`src/rtl/cpu_types_pkg.sv`:
```
// cpu_types_pkg: shared CPU types (register index, PC select, controller state)
package cpu_types_pkg;
    typedef logic [4:0] regbits_t;
    typedef enum logic [1:0] {PC_NEXT, PC_BR, PC_J, PC_JR} pcsel_t;
    typedef enum logic [1:0] {RUN, DRAIN, HALTED} pctl_state_t;
endpackage

```
`src/rtl/sat_counter.sv`:
```
// sat_counter: W-bit up counter that sticks at all-ones
//   CLK, nRST (async active-low) | inc: count this cycle | count: current value
module sat_counter #(
    parameter int W = 16
) (
    input  logic         CLK,
    input  logic         nRST,
    input  logic         inc,
    output logic [W-1:0] count
);
    always_ff @(posedge CLK, negedge nRST)
        if (!nRST) count <= '0;
        else if (inc && !(&count)) count <= count + 1'b1;
endmodule

```
`src/rtl/pipeline_ctrl.sv`:
```
// pipeline_ctrl: hazard/sequencing controller for the 5-stage pipeline
//   CLK, nRST (async active-low)
//   in : ihit, dhit, exmem_dREN/dWEN, br_taken_mem, jump_mem, jr_mem, halt_mem,
//        idex_dREN, idex_wsel, ifid_rs, ifid_rt
//   out: pc_en, pc_sel, per-latch en/flush, halt_out, stall_cnt, flush_cnt
module pipeline_ctrl
    import cpu_types_pkg::*;
#(
    parameter int CNT_W        = 16,
    parameter int DRAIN_CYCLES = 2
) (
    input  logic             CLK,
    input  logic             nRST,
    input  logic             ihit,
    input  logic             dhit,
    input  logic             exmem_dREN,
    input  logic             exmem_dWEN,
    input  logic             br_taken_mem,
    input  logic             jump_mem,
    input  logic             jr_mem,
    input  logic             halt_mem,
    input  logic             idex_dREN,
    input  regbits_t         idex_wsel,
    input  regbits_t         ifid_rs,
    input  regbits_t         ifid_rt,
    output logic             pc_en,
    output logic [1:0]       pc_sel,
    output logic             ifid_en,
    output logic             ifid_flush,
    output logic             idex_en,
    output logic             idex_flush,
    output logic             exmem_en,
    output logic             exmem_flush,
    output logic             memwb_en,
    output logic             memwb_flush,
    output logic             halt_out,
    output logic [CNT_W-1:0] stall_cnt,
    output logic [CNT_W-1:0] flush_cnt
);
    localparam int DW = DRAIN_CYCLES > 1 ? $clog2(DRAIN_CYCLES) : 1;

    pctl_state_t state, nstate;
    logic [DW-1:0] drain_cnt, ndrain_cnt;
    logic freeze, redirect, load_use, stall_inc, flush_inc;
    pcsel_t sel;

    assign freeze   = (exmem_dREN | exmem_dWEN) & !dhit;
    assign redirect = br_taken_mem | jump_mem | jr_mem;
    assign load_use = idex_dREN & (idex_wsel != '0) &
                      ((idex_wsel == ifid_rs) | (idex_wsel == ifid_rt));
    assign pc_sel   = sel;

    // outputs are forced low while nRST is held, independent of state
    always_comb begin
        nstate      = state;
        ndrain_cnt  = drain_cnt;
        sel         = PC_NEXT;
        pc_en       = 1'b0;
        ifid_en     = 1'b0;
        ifid_flush  = 1'b0;
        idex_en     = 1'b0;
        idex_flush  = 1'b0;
        exmem_en    = 1'b0;
        exmem_flush = 1'b0;
        memwb_en    = 1'b0;
        memwb_flush = 1'b0;
        stall_inc   = 1'b0;
        flush_inc   = 1'b0;
        if (nRST) begin
            unique case (state)
                RUN: begin
                    {pc_en, ifid_en, idex_en, exmem_en, memwb_en} = '1;
                    if (freeze) begin
                        {pc_en, ifid_en, idex_en, exmem_en, memwb_en} = '0;
                        stall_inc = 1'b1;
                    end else if (redirect) begin
                        sel = br_taken_mem ? PC_BR : jump_mem ? PC_J : PC_JR;
                        {ifid_flush, idex_flush, exmem_flush} = '1;
                        flush_inc = 1'b1;
                    end else if (halt_mem) begin
                        {ifid_flush, idex_flush, exmem_flush} = '1;
                        pc_en      = 1'b0;
                        nstate     = DRAIN;
                        ndrain_cnt = '0;
                    end else if (load_use) begin
                        pc_en      = 1'b0;
                        ifid_en    = 1'b0;
                        idex_flush = 1'b1;
                        stall_inc  = 1'b1;
                    end else if (!ihit) begin
                        pc_en      = 1'b0;
                        ifid_flush = 1'b1;
                        stall_inc  = 1'b1;
                    end
                end
                DRAIN: begin
                    {ifid_en, idex_en, exmem_en, memwb_en} = '1;
                    {ifid_flush, idex_flush, exmem_flush} = '1;
                    ndrain_cnt = drain_cnt + 1'b1;
                    if (32'(drain_cnt) == DRAIN_CYCLES - 1) nstate = HALTED;
                end
                default: ;
            endcase
        end
    end

    always_ff @(posedge CLK, negedge nRST)
        if (!nRST) begin
            state     <= RUN;
            drain_cnt <= '0;
            halt_out  <= 1'b0;
        end else begin
            state     <= nstate;
            drain_cnt <= ndrain_cnt;
            halt_out  <= nstate == HALTED;
        end

    sat_counter #(.W(CNT_W)) u_stall (.CLK(CLK), .nRST(nRST), .inc(stall_inc), .count(stall_cnt));
    sat_counter #(.W(CNT_W)) u_flush (.CLK(CLK), .nRST(nRST), .inc(flush_inc), .count(flush_cnt));
endmodule
```
`config.mk`:
```
export PLATFORM = sky130hd
export DESIGN_NAME = pipeline_ctrl
export DESIGN_NICKNAME = d
export VERILOG_FILES = /design/src/rtl/cpu_types_pkg.sv /design/src/rtl/sat_counter.sv /design/src/rtl/pipeline_ctrl.sv
export SDC_FILE = /design/constraint.sdc
export NUM_CORES = 1
export LEC_CHECK = 0
export BUFFER_PORTS_ARGS = -buffer_cell sky130_fd_sc_hd__buf_4
export CELL_PAD_IN_SITES_DETAIL_PLACEMENT = 2
export CELL_PAD_IN_SITES_GLOBAL_PLACEMENT = 2
export CORE_UTILIZATION = 31
export DETAILED_ROUTE_END_ITERATION = 10
export GPL_TIMING_DRIVEN = 0
export PLACE_DENSITY = 0.9
export SETUP_SLACK_MARGIN = 0.3
export SKIP_LAST_GASP = 1
export SYNTH_ARGS = -nofsm -noshare
export SYNTH_HDL_FRONTEND = slang
export SYNTH_HIERARCHICAL = 1
export SYNTH_SLANG_ARGS = --single-unit
```
`constraint.sdc`:
```
create_clock -name CLK -period 2.8 [get_ports CLK]
set_input_delay 0.42 -clock CLK [delete_from_list [all_inputs] [get_ports CLK]]
set_output_delay 0.42 -clock CLK [all_outputs]
set_load 0.05 [all_outputs]
```
After elaboration in Yosys (flattened, before gate mapping)
Cells that the tools add are included.
{"block": "op_classes", "add_sub_neg": 3, "n_mul": 0, "n_div": 0, "magnitude_cmp": 0, "eq_ne": 7, "n_shift": 0, "muxes": 60, "bitwise": 7, "n_reduce_logical": 11}
{"op": "1-bit two-way mux", "count": 43}
{"op": "16-bit by 1-bit adder with 16-bit output, second input constant", "count": 2}
{"op": "16-bit AND reduction", "count": 2}
{"op": "2-bit two-way mux", "count": 10}
{"op": "1-bit case mux with 2 select lines", "count": 6}
{"op": "5-bit equality test", "count": 2}
{"op": "2-bit != test, second input constant", "count": 3}
{"op": "5-bit AND reduction", "count": 1}
{"op": "5-bit nonzero test", "count": 1}
{"op": "1-bit OR", "count": 4}
{"op": "2-bit case mux with 2 select lines", "count": 1}
{"op": "1-bit AND", "count": 3}
{"op": "1-bit logical NOT", "count": 3}
{"op": "2-bit by 1-bit equality test with 1-bit output, second input constant", "count": 1}
{"op": "2-bit equality test, second input constant", "count": 1}
{"op": "1-bit logical AND", "count": 2}
{"op": "2-bit logical NOT", "count": 1}
{"op": "2-bit nonzero test", "count": 1}
{"op": "1-bit adder, second input constant", "count": 1}
{"block": "word_totals", "ff_bits": 36, "latch_bits": 0, "mem_bits_rw": 0, "romBits": 0, "inputBits": 26, "wordCells": 93, "mem_count": 0}

Logic depth before layout (Yosys ltp)
Gate-level depths: netlist of run 1.
{"block": "logic_depth", "ltp_word": 10, "ltp_mapped": 9}

Modules after synthesis
Netlist of run 1, hierarchy kept.
{"module": "sat_counter (u_stall)", "n_inst": 1, "cells_per_inst": 78, "area_each_um2": 868.3, "seq_area_each_um2": 400.4}
{"module": "sat_counter (u_flush)", "n_inst": 1, "cells_per_inst": 75, "area_each_um2": 840.8, "seq_area_each_um2": 400.4}
{"module": "pipeline_ctrl", "n_inst": 1, "cells_per_inst": 62, "area_each_um2": 481.7, "seq_area_each_um2": 100.1}

Least setup slack after synthesis of run 1
OpenSTA, ideal clock, no wires.
{"block": "synth_path", "path_type": "input -> output", "start": "in idex_wsel[1]", "end": "out pc_en", "t_arrival_ns": 2.055, "t_required_ns": 2.380, "slack_ns": 0.325, "cell_stages": 4, "n_path_buf": 0, "path_cell_list": "or4_4 -> o21ai_2 -> a21oi_2 -> o41ai_2"}
{"block": "synth_between", "elab_chain_cells": 9}
{"element": "start, declared", "line": "pipeline_ctrl.sv:23", "text": "input regbits_t idex_wsel,"}
{"element": "5-bit equality test or 5-bit nonzero test (tied branches)", "line": "pipeline_ctrl.sv:50, pipeline_ctrl.sv:49"}
{"element": "1-bit OR or 1-bit AND (tied branches)", "line": "pipeline_ctrl.sv:50, pipeline_ctrl.sv:49"}
{"element": "1-bit AND (*)", "line": "pipeline_ctrl.sv:49", "text": "assign load_use = idex_dREN & (idex_wsel != '0) &"}
{"element": "1-bit two-way mux (*)", "line": "pipeline_ctrl.sv:85", "text": "end else if (load_use) begin"}
{"element": "1-bit two-way mux (*)", "line": "pipeline_ctrl.sv:80", "text": "end else if (halt_mem) begin"}
{"element": "1-bit two-way mux (*)", "line": "pipeline_ctrl.sv:76", "text": "end else if (redirect) begin"}
{"element": "1-bit two-way mux (*)", "line": "pipeline_ctrl.sv:73", "text": "if (freeze) begin"}
{"element": "1-bit two-way mux (*)", "line": "pipeline_ctrl.sv:70", "text": "unique case (state)"}
{"element": "1-bit two-way mux (*)", "line": "pipeline_ctrl.sv:69", "text": "if (nRST) begin"}
{"element": "end, declared", "line": "pipeline_ctrl.sv:26", "text": "output logic pc_en,"}
Every way passes the cells marked *; elsewhere a longest branch is shown, timed or not.

Worst setup path in the final report of run 1
{"block": "layout_path", "start": "in idex_wsel[2]", "end": "reg u_stall.count[15]"}
{"block": "layout_between", "elab_chain_cells": 10}
{"element": "5-bit equality test or 5-bit nonzero test (tied branches)", "line": "pipeline_ctrl.sv:50, pipeline_ctrl.sv:49"}
{"element": "1-bit OR or 1-bit AND (tied branches)", "line": "pipeline_ctrl.sv:50, pipeline_ctrl.sv:49"}
{"element": "1-bit AND (*)", "line": "pipeline_ctrl.sv:49"}
{"element": "1-bit two-way mux (*)", "line": "pipeline_ctrl.sv:85"}
{"element": "1-bit two-way mux (*)", "line": "pipeline_ctrl.sv:80"}
{"element": "1-bit two-way mux (*)", "line": "pipeline_ctrl.sv:76"}
{"element": "1-bit two-way mux (*)", "line": "pipeline_ctrl.sv:73"}
{"element": "1-bit two-way mux (*)", "line": "pipeline_ctrl.sv:70"}
{"element": "1-bit two-way mux (*)", "line": "pipeline_ctrl.sv:69"}
{"element": "named net stall_inc", "line": "pipeline_ctrl.sv:44", "text": "logic freeze, redirect, load_use, stall_inc, flush_inc;"}
{"element": "1-bit logical AND (*)", "line": "sat_counter.sv:13", "text": "else if (inc && !(&count)) count <= count + 1'b1;"}
{"element": "end signal, assigned", "line": "sat_counter.sv:13"}
{"element": "end, declared", "line": "sat_counter.sv:9", "text": "output logic [W-1:0] count"}
The timed path passes the listed nets; every way through them passes the cells marked *.
A chain may end at the register's enable or synchronous reset.

==> flow_summary.toml, run 1 <==
[status]
outcome = "complete, no violations"

[worst_setup_path]
cp.required_ns = 2.97
critPathMaxStageDelay_ns = 0.32
slowest_stage = "and3_1"
start_kind = "input port"
r2r_cells = 8
r2r_slack_ns = 0.52
reg2reg_to = "u_flush/count[11]"
r2r-start = "state[0]"
crit_type = "in -> reg"
cp.arrival_ns = 2.53
path_cells = "buf_4, xor2_1, nor3_1, nand3_1, a21oi_2, o21a_2, and4_1, and3_1, nand4_1, xnor2_1"
endpoint_kind = "register"
crit_fanout = 5

[sta]
clock_skew_ns = 0.00757
post-route-min-period_ns = 2.36
slew-limit-headroom_pct = 59.6
setup_tns_ns = 0
fin_crit_sh_pct = 84.4
rsz0062_at_grt = "no"
setup_viol = 0
hold_violations = 0
fmax_mhz = 423
tightest_slew_ns = 0.603
fin_ws_ns = 0.437
slew_violations = 0

[die]
fp.dieArea_um2 = 7410
die_w_um = 86.1
die_y_um = 86.1
io_pins = 70
core_region_area_um2 = 6790
std_cell_rows = 30
start_util_pct = 32.2

[global_routing]
grt_pass1_vias = 2083
grtUsageTotal_pct = 18.4
busiest_layer = "met2"
use_met1_pct = 21.0
met3_usage_pct = 3.46
grt_first_pass_wirelength_mm = 10.7
antenna_found_initial = 0
grt-ovfl-total = 0
gr-usage-met2_pct = 35.1
grt_max_degree = 25

[drt]
ant_nets = 0
avgRoutedWirePerCell_um = 16.1
drt_iter0_markers = 28
firstDrtPassIters = 4
dr_total_vias = 1936
via_per_inst = 4.98
drc_errors = 0
wirelength_mm = 6.27

[power_and_ir_drop]
p_per_area_nw_per_um2 = 639
max-vdd-ir-drop_v = 0.000433
leakage_nw = 1.40

[clock_tree]
cts_sinks = 36
post-cts-setup-buffers = 0
clk_latency_ns = 0.29
cts_root_buffer = "clkbuf_8"
cts.reportedPaths.clkPinSlew_ns = 0.07
cts_buffers = 5
cts_tree = "built"
cts_max_path_buffers = 2
htree_levels = 2

[yosys]
synth-seq-cells = 36
synth_area_leaders = "dfrtp_1 41%, xor2_1 7.2%, xnor2_1 4.0%"
syn_inst = 215
async_flop_share_pct = 100
synthesis.nets = 243
yosys_warnings = 6
avgSynthCellArea_um2 = 10.2
synth_ff_type = "dfrtp_1"
synthDistinctLibCells = 50
synthesis.area_um2 = 2190
synth_seq_area_share_pct = 41.1
yosysTopAreaCell = "dfrtp_1"
synth_top_area_share_pct = 41.1
synth_edf_count = 0

[layout]
final_common_cell = "buf_4"
area_growth_pct = 35.1
drive_above_1_share_pct = 38.9
n_antenna_cell = 0
nets = 320
final_cell_mix = "70 x buf_4, 36 x dfrtp_1, 18 x xor2_1"
fill_cells = 730

[placed_design]
routabilityCongestion = 0.776
place_ws_ns = -0.220
io_buffers = 68
dpl.hpwl_mm = 4.79

[hold_path]
hold_class = "in -> async"

[run]
cap_violations = 0
[metrics by stage]
step | instances | utilization, % | instance area, um^2 | hold slack, ns | total power [mW]
6_report | 389 | 43.6 | 2960 | 0.0482 | 1.89
2_1_floorplan | 215 | - | 2190 | 0.124 | 1.23
3_5_place_dp | 379 | 41.5 | 2820 | 0.421 | 1.52
5_1_grt | 389 | 43.6 | 2960 | 0.0449 | 2.00
3_3_place_gp | 379 | 41.5 | 2820 | 0.420 | 1.48
4_1_cts | 389 | 43.5 | 2950 | 0.0482 | 1.92
[synthesized netlist by cell type (2+ instances only)]
| library cell | instances |
|---|---|
| dfrtp_1 | 36 |
| xor2_1 | 18 |
| nor2_1 | 15 |
| nand2_1 | 14 |
| nand3_1 | 12 |
| nor3_1 | 10 |
| xnor2_1 | 10 |
| a21oi_1 | 9 |
| inv_1 | 7 |
| nand4_1 | 6 |
| mux2_2 | 5 |
| o21ai_0 | 5 |
| a21oi_2 | 4 |
| and3_1 | 4 |
| o21a_1 | 4 |
| a31oi_1 | 3 |
| and4_1 | 3 |
| buf_4 | 3 |
| nor3b_1 | 3 |
| nor4_2 | 3 |
| a211oi_1 | 2 |
| and2_1 | 2 |
| buf_2 | 2 |
| ha_1 | 2 |
| nand2b_1 | 2 |
| nand3_2 | 2 |
| nand4_2 | 2 |
| nand4_4 | 2 |
| nor2b_1 | 2 |
| o21bai_1 | 2 |
| or4_4 | 2 |
[cell type report]
type,count,area (um^2),share of cell area [%]
buffer,6,36.3,1.23
sequential,36,901,30.4
timing repair buffer,70,548,18.5
tap,96,120,4.06
multi-input combinational,166,1240,41.8
clock buffer,8,90.1,3.04
inverter,7,26.3,0.888
[where the power goes]
group	switching, mW	internal [mW]
Combinational	0.528	0.257
Clock	0.183	0.201
Sequential	0.116	0.608
[layer usage]
layer	wire length, um	part of all wire, %
met1	2540	41
met5	0	0
met2	3500	56
met3	174	2.8
met4	55	0.88
[cells by family (layout without fill, tap and decap cells)]
family,count (synthesis),after routing,synth area share (%)
other,1,1,0.171
AND/OR/NAND/NOR,94,94,28.6
multiplexers,6,6,3.08
XOR/XNOR,28,28,11.2
AO/OA/AOI/OAI,35,35,11.9
buffers and inverters,13,91,2.86
flip-flops,36,36,41.1
adder cells (fa/ha/maj),2,2,1.14
[worst max-delay path by stage]
stage	endpoint	slack, ns	startpoint
after floorplan	pc_en	0.33	idex_wsel[1]
after global placement	u_flush/count[15]	-0.10	nRST
after detailed placement	u_flush/count[11]	-0.22	nRST
after CTS	u_stall/count[15]	0.35	idex_wsel[2]
after global routing	u_stall/count[9]	0.30	jr_mem
final	u_stall/count[15]	0.44	idex_wsel[2]
[timing repair]
item / in CTS / in global routing
hold buffers: 2 / 0
gates resized for setup: 3 / 2
pin swaps: 0 / 0
setup endpoints to repair: 6 / 5
endpoints found under the hold margin: 12 / 0
[sequential cells by signal, indices dropped and copies added, names as in the netlist]
name / cells
state: 2
u_stall/count: 16
u_flush/count: 16
halt_out: 1
drain_cnt: 1
[critical path, delay by kind of cell]
family | cells | cell delay, ns
AND/OR/NAND/NOR | 5 | 1.13
AO/OA/AOI/OAI | 2 | 0.54
XOR/XNOR | 2 | 0.32
buffers and inverters | 1 | 0.13
Note: power is estimated with default switching activity, not from simulation.
==> inputs of run 2 (changes only) <==
clock period = 2.28 ns   (was 2.8 ns; I/O delays follow)
==> run 2 against run 1 <==
Sequential power rose by 26%. Critical path type is now in -> out. Core utilization rose by 4.9 points. Register-to-register slack got worse by 0.31 ns. Combinational power rose by 38%. Largest power group unchanged. Worst hold slack improved by 0.27 ns. Clock power rose by 28%. Sequential share of layout area fell by 2.9 points. Critical path depth fell by 3. Total power rose by 31%.
==> flow_summary.toml, run 2 (synthesis gave the netlist of run 1 again) <==
[clock_tree]
clk_latency_ns = 0.29
cts_tree = "built"
htree_levels = 2
cts_buffers = 5
cts_max_path_buffers = 2
cts_sinks = 36
cts_root_buffer = "clkbuf_8"
cts.reportedPaths.clkPinSlew_ns = 0.08

[drt]
firstDrtPassIters = 4
avgRoutedWirePerCell_um = 18.2
dr_total_vias = 2013
ant_nets = 0
drt_iter0_markers = 28
drc_errors = 0
wirelength_mm = 7.27
via_per_inst = 5.03

[layout]
final_util_pct = 48.5
final_common_cell = "buf_4"
area_growth_pct = 50.3
nets = 331
n_antenna_cell = 0
drive_above_1_share_pct = 50.3
top_regs = "u_flush/count: 16 flops, u_stall/count: 16 flops, state: 2 flops"
final_cell_mix = "72 x buf_4, 31 x dfrtp_1, 18 x xor2_1"

[worst_setup_path]
cp.required_ns = 1.94
start_kind = "input port"
crit_fanout = 4
endpoint_kind = "output port"
cp.arrival_ns = 1.80
crit_type = "in -> out"

[sta]
fmax_mhz = 468
rsz0062_at_grt = "yes"
setup_viol = 0
hold_violations = 0
clock_skew_ns = 0.00844
holdWs_ns = 0.319
slew_violations = 0
tightest_slew_ns = 0.707
fin_crit_sh_pct = 93.8
slew-limit-headroom_pct = 52.7
post-route-min-period_ns = 2.14
fin_ws_ns = 0.142

[die]
core_region_area_um2 = 6790
start_util_pct = 32.2
die_w_um = 86.1
die_y_um = 86.1
fp.dieArea_um2 = 7410
std_cell_rows = 30
io_pins = 70

[global_routing]
met3_usage_pct = 3.37
antenna_found_initial = 0
grtUsageTotal_pct = 20.7
gr-usage-met2_pct = 37.7
busiest_layer = "met2"
use_met1_pct = 25.1
grt_max_degree = 37
grt_first_pass_wirelength_mm = 11.8
grt-ovfl-total = 0
grt_pass1_vias = 2161

[hold_path]
hold_class = "in -> reg"

[status]
outcome = "complete, no violations"

[power_and_ir_drop]
power_mw = 2.49
p_per_area_nw_per_um2 = 756
max-vdd-ir-drop_v = 0.000558
leakage_nw = 1.49

[placed_design]
routabilityCongestion = 0.755
dpl.hpwl_mm = 5.04
place_ws_ns = -0.548
io_buffers = 68

[run]
cap_violations = 0
==> run 2: metal layers <==
| layer | share of wire, % | vias to the layer above |
|---|---|---|
| li1 | - | 942 |
| met1 | 42 | 1030 |
| met2 | 54 | 32 |
| met3 | 2.1 | 9 |
| met4 | 1.5 | 0 |
| met5 | 0 | - |
==> run 2: final timing paths <==
path,from,end,slack (ns),cells past startpoint
max in group asynchronous,nRST,u_flush/count[1],1.47,3
min in group asynchronous,nRST,u_stall/count[0],0.59,3
min reg2reg,u_flush/count[15],u_flush/count[15],0.52,1
max,idex_wsel[1],pc_en,0.14,7
max reg2reg,state[1],u_flush/count[13],0.21,9
min,nRST,state[1],0.32,2
==> run 2: area by class of cell <==
class,count,area (um^2)
Multi-Input combinational cell,166,1410
Clock buffer,7,86.3
Sequential cell,36,907
Inverter,7,28.8
Buffer,6,46.3
Fill cell,689,3500
Tap cell,96,120
Timing Repair Buffer,81,689
Clock inverter,1,7.51
==> run 2: power by group <==
group	internal (mW)	total, mW	switching (mW)	leakage, nW
clock network	0.246	0.492	0.246	0.0445
logic	0.392	1.08	0.692	0.974
registers	0.750	0.911	0.161	0.472
==> run 2: per-stage QoR <==
stage	cells	setup TNS (ns)	cell area (um^2)
after floorplan	215	0	2240
after global placement	379	-7.48	2870
after detailed placement	379	-10.11	2870
after CTS	398	0	3220
after global routing	400	0	3290
final	400	0	3290
==> run 2: timing repair <==
action                     in CTS  in global routing
hold buffers                    2                  0
hold endpoints to repair       36                  0
setup buffers                   9                  2
setup endpoints to repair      37                 32
gates resized for setup        35                 15
pin swaps                       9                  3
==> run 2: worst max-delay path, cell delays in order <==
cell and delay [ns]:
buf_8 0.10, or4_4 0.54, o21ai_4 0.17, a21oi_4 0.07
buf_12 0.14, o41ai_4 0.22, buf_6 0.21
==> inputs of run 3 (changes only) <==
CAP_MARGIN = 10   (was unset)
CORE_UTILIZATION = 33   (was 31)
PLACE_DENSITY = 0.95   (was 0.9)
clock period = 2.5 ns   (was 2.28 ns; I/O delays follow)
==> run 3 against run 2 <==
Routed wire length increased by 4.7%. Critical path depth is the same. Die area fell by 5.9%. Combinational power fell by 12%. Sequential power down 9.0%. Global-route usage rose by 1.8 points. Sequential share of layout area rose by 1.4 points. Non-clock buffer count decreased by 8. Design area down 5.4%. Via count is 0.79% higher. Final cell count shrank 7.0%. Worst hold slack lost 0.30 ns. Largest power group unchanged.
==> flow_summary.toml, run 3 (synthesis gave the netlist of run 1 again) <==
[sta]
slew_violations = 0
setup_viol = 0
rsz0062_at_grt = "yes"
post-route-min-period_ns = 2.19
fin_crit_sh_pct = 87.8
fin_ws_ns = 0.305
slew-limit-headroom_pct = 49.9
fmax_mhz = 456
holdWs_ns = 0.0218
hold_violations = 0
tightest_slew_ns = 0.749
clock_skew_ns = 0.00403

[drt]
dr_total_vias = 2029
firstDrtPassIters = 4
via_per_inst = 5.45
avgRoutedWirePerCell_um = 20.5
wirelength_mm = 7.61
drc_errors = 0
ant_nets = 0
drt_iter0_markers = 100

[layout]
n_antenna_cell = 0
drive_above_1_share_pct = 45.1
fill_cells = 680
final_cells = 372
multi_input_area_um2 = 1360
final_common_cell = "buf_4"
final_cell_mix = "71 x buf_4, 36 x dfrtp_1, 18 x xor2_1"
nets = 323
top_regs = "u_flush/count: 16 flops, u_stall/count: 16 flops, state: 2 flops"
ff_latch_area_um2 = 901
area_growth_pct = 42.2

[die]
std_cell_rows = 29
core_region_area_um2 = 6390
die_w_um = 83.5
die_y_um = 83.5
io_pins = 70
start_util_pct = 34.3
fp.dieArea_um2 = 6970

[worst_setup_path]
endpoint_kind = "output port"
r2r_cells = 9
crit_fanout = 4
crit_type = "in -> out"
cp.required_ns = 2.12
cp.arrival_ns = 1.82
start_kind = "input port"

[hold_path]
hold_class = "in -> async"

[clock_tree]
cts_root_buffer = "clkbuf_8"
clk_latency_ns = 0.29
cts.reportedPaths.clkPinSlew_ns = 0.07
htree_levels = 2
cts_buffers = 5
cts_tree = "built"
cts_max_path_buffers = 2
cts_sinks = 36

[global_routing]
grtUsageTotal_pct = 22.4
grt_first_pass_wirelength_mm = 12.4
grt_max_degree = 37
grt-ovfl-total = 0
antenna_found_initial = 0
grt_pass1_vias = 2267

[placed_design]
routabilityCongestion = 0.739
place_ws_ns = -0.524
dpl.hpwl_mm = 5.13
placedCellCount = 360
io_buffers = 68

[run]
cap_violations = 0

[power_and_ir_drop]
max-vdd-ir-drop_v = 0.000656
power_mw = 2.23
leakage_nw = 1.45
p_per_area_nw_per_um2 = 716

[status]
outcome = "complete, no violations"
## run 3: power by group
part           total, mW  leakage (nW)  internal (mW)  switching [mW]
Clock              0.453        0.0503          0.246           0.207
Sequential         0.829         0.479          0.681           0.148
Combinational      0.949         0.926          0.311           0.638
Total               2.23          1.45           1.24           0.994
## run 3: worst paths after layout
check	from	end	slack [ns]
min	nRST	u_stall/count[5]	0.02
max reg2reg	state[1]	u_flush/count[5]	0.40
max in group asynchronous	nRST	u_flush/count[4]	2.28
max	idex_wsel[1]	pc_en	0.31
min reg2reg	state[1]	state[1]	0.50
min in group CLK	nRST	state[1]	0.36
## run 3: stage by stage
step / utilization [%] / area, um^2 / setup TNS (ns)
2_1_floorplan: - / 2200 / 0
3_3_place_gp: 44.0 / 2810 / -4.02
3_5_place_dp: 44.0 / 2810 / -6.25
4_1_cts: 47.7 / 3040 / 0
5_1_grt: 48.8 / 3120 / 0
6_report: 48.8 / 3120 / 0
## run 3: layout make-up
class / instances / area share [%]
multi-input combinational: 166 / 43.8
sequential: 36 / 28.9
timing repair buffer: 73 / 19.0
clock buffer: 7 / 3.09
tap: 77 / 3.09
buffer: 6 / 1.29
inverter: 7 / 0.843
## run 3: per-layer routing
metal	wire length, um	share of wire (%)	vias to the layer above	global-route usage (%)
met2	4180	55	52	43.1
met4	89	1.2	0	4.78
met3	266	3.5	9	3.36
met1	3080	40	1037	26.2
met5	0	0	-	0
li1	-	-	931	-
## run 3: repair_timing
item,in CTS,in global routing
hold buffers,1,0
setup endpoints to repair,31,22
gates cloned,0,0
pin swaps,1,5
setup buffers,3,1
endpoints found under the hold margin,36,0
gates resized for setup,21,16
## run 3: critical path, stage by stage
cell and delay (ns):
buf_8 0.10, or4_4 0.55, o21ai_4 0.16, a21oi_4 0.05, buf_6 0.14, o41ai_4 0.23
buf_6 0.21
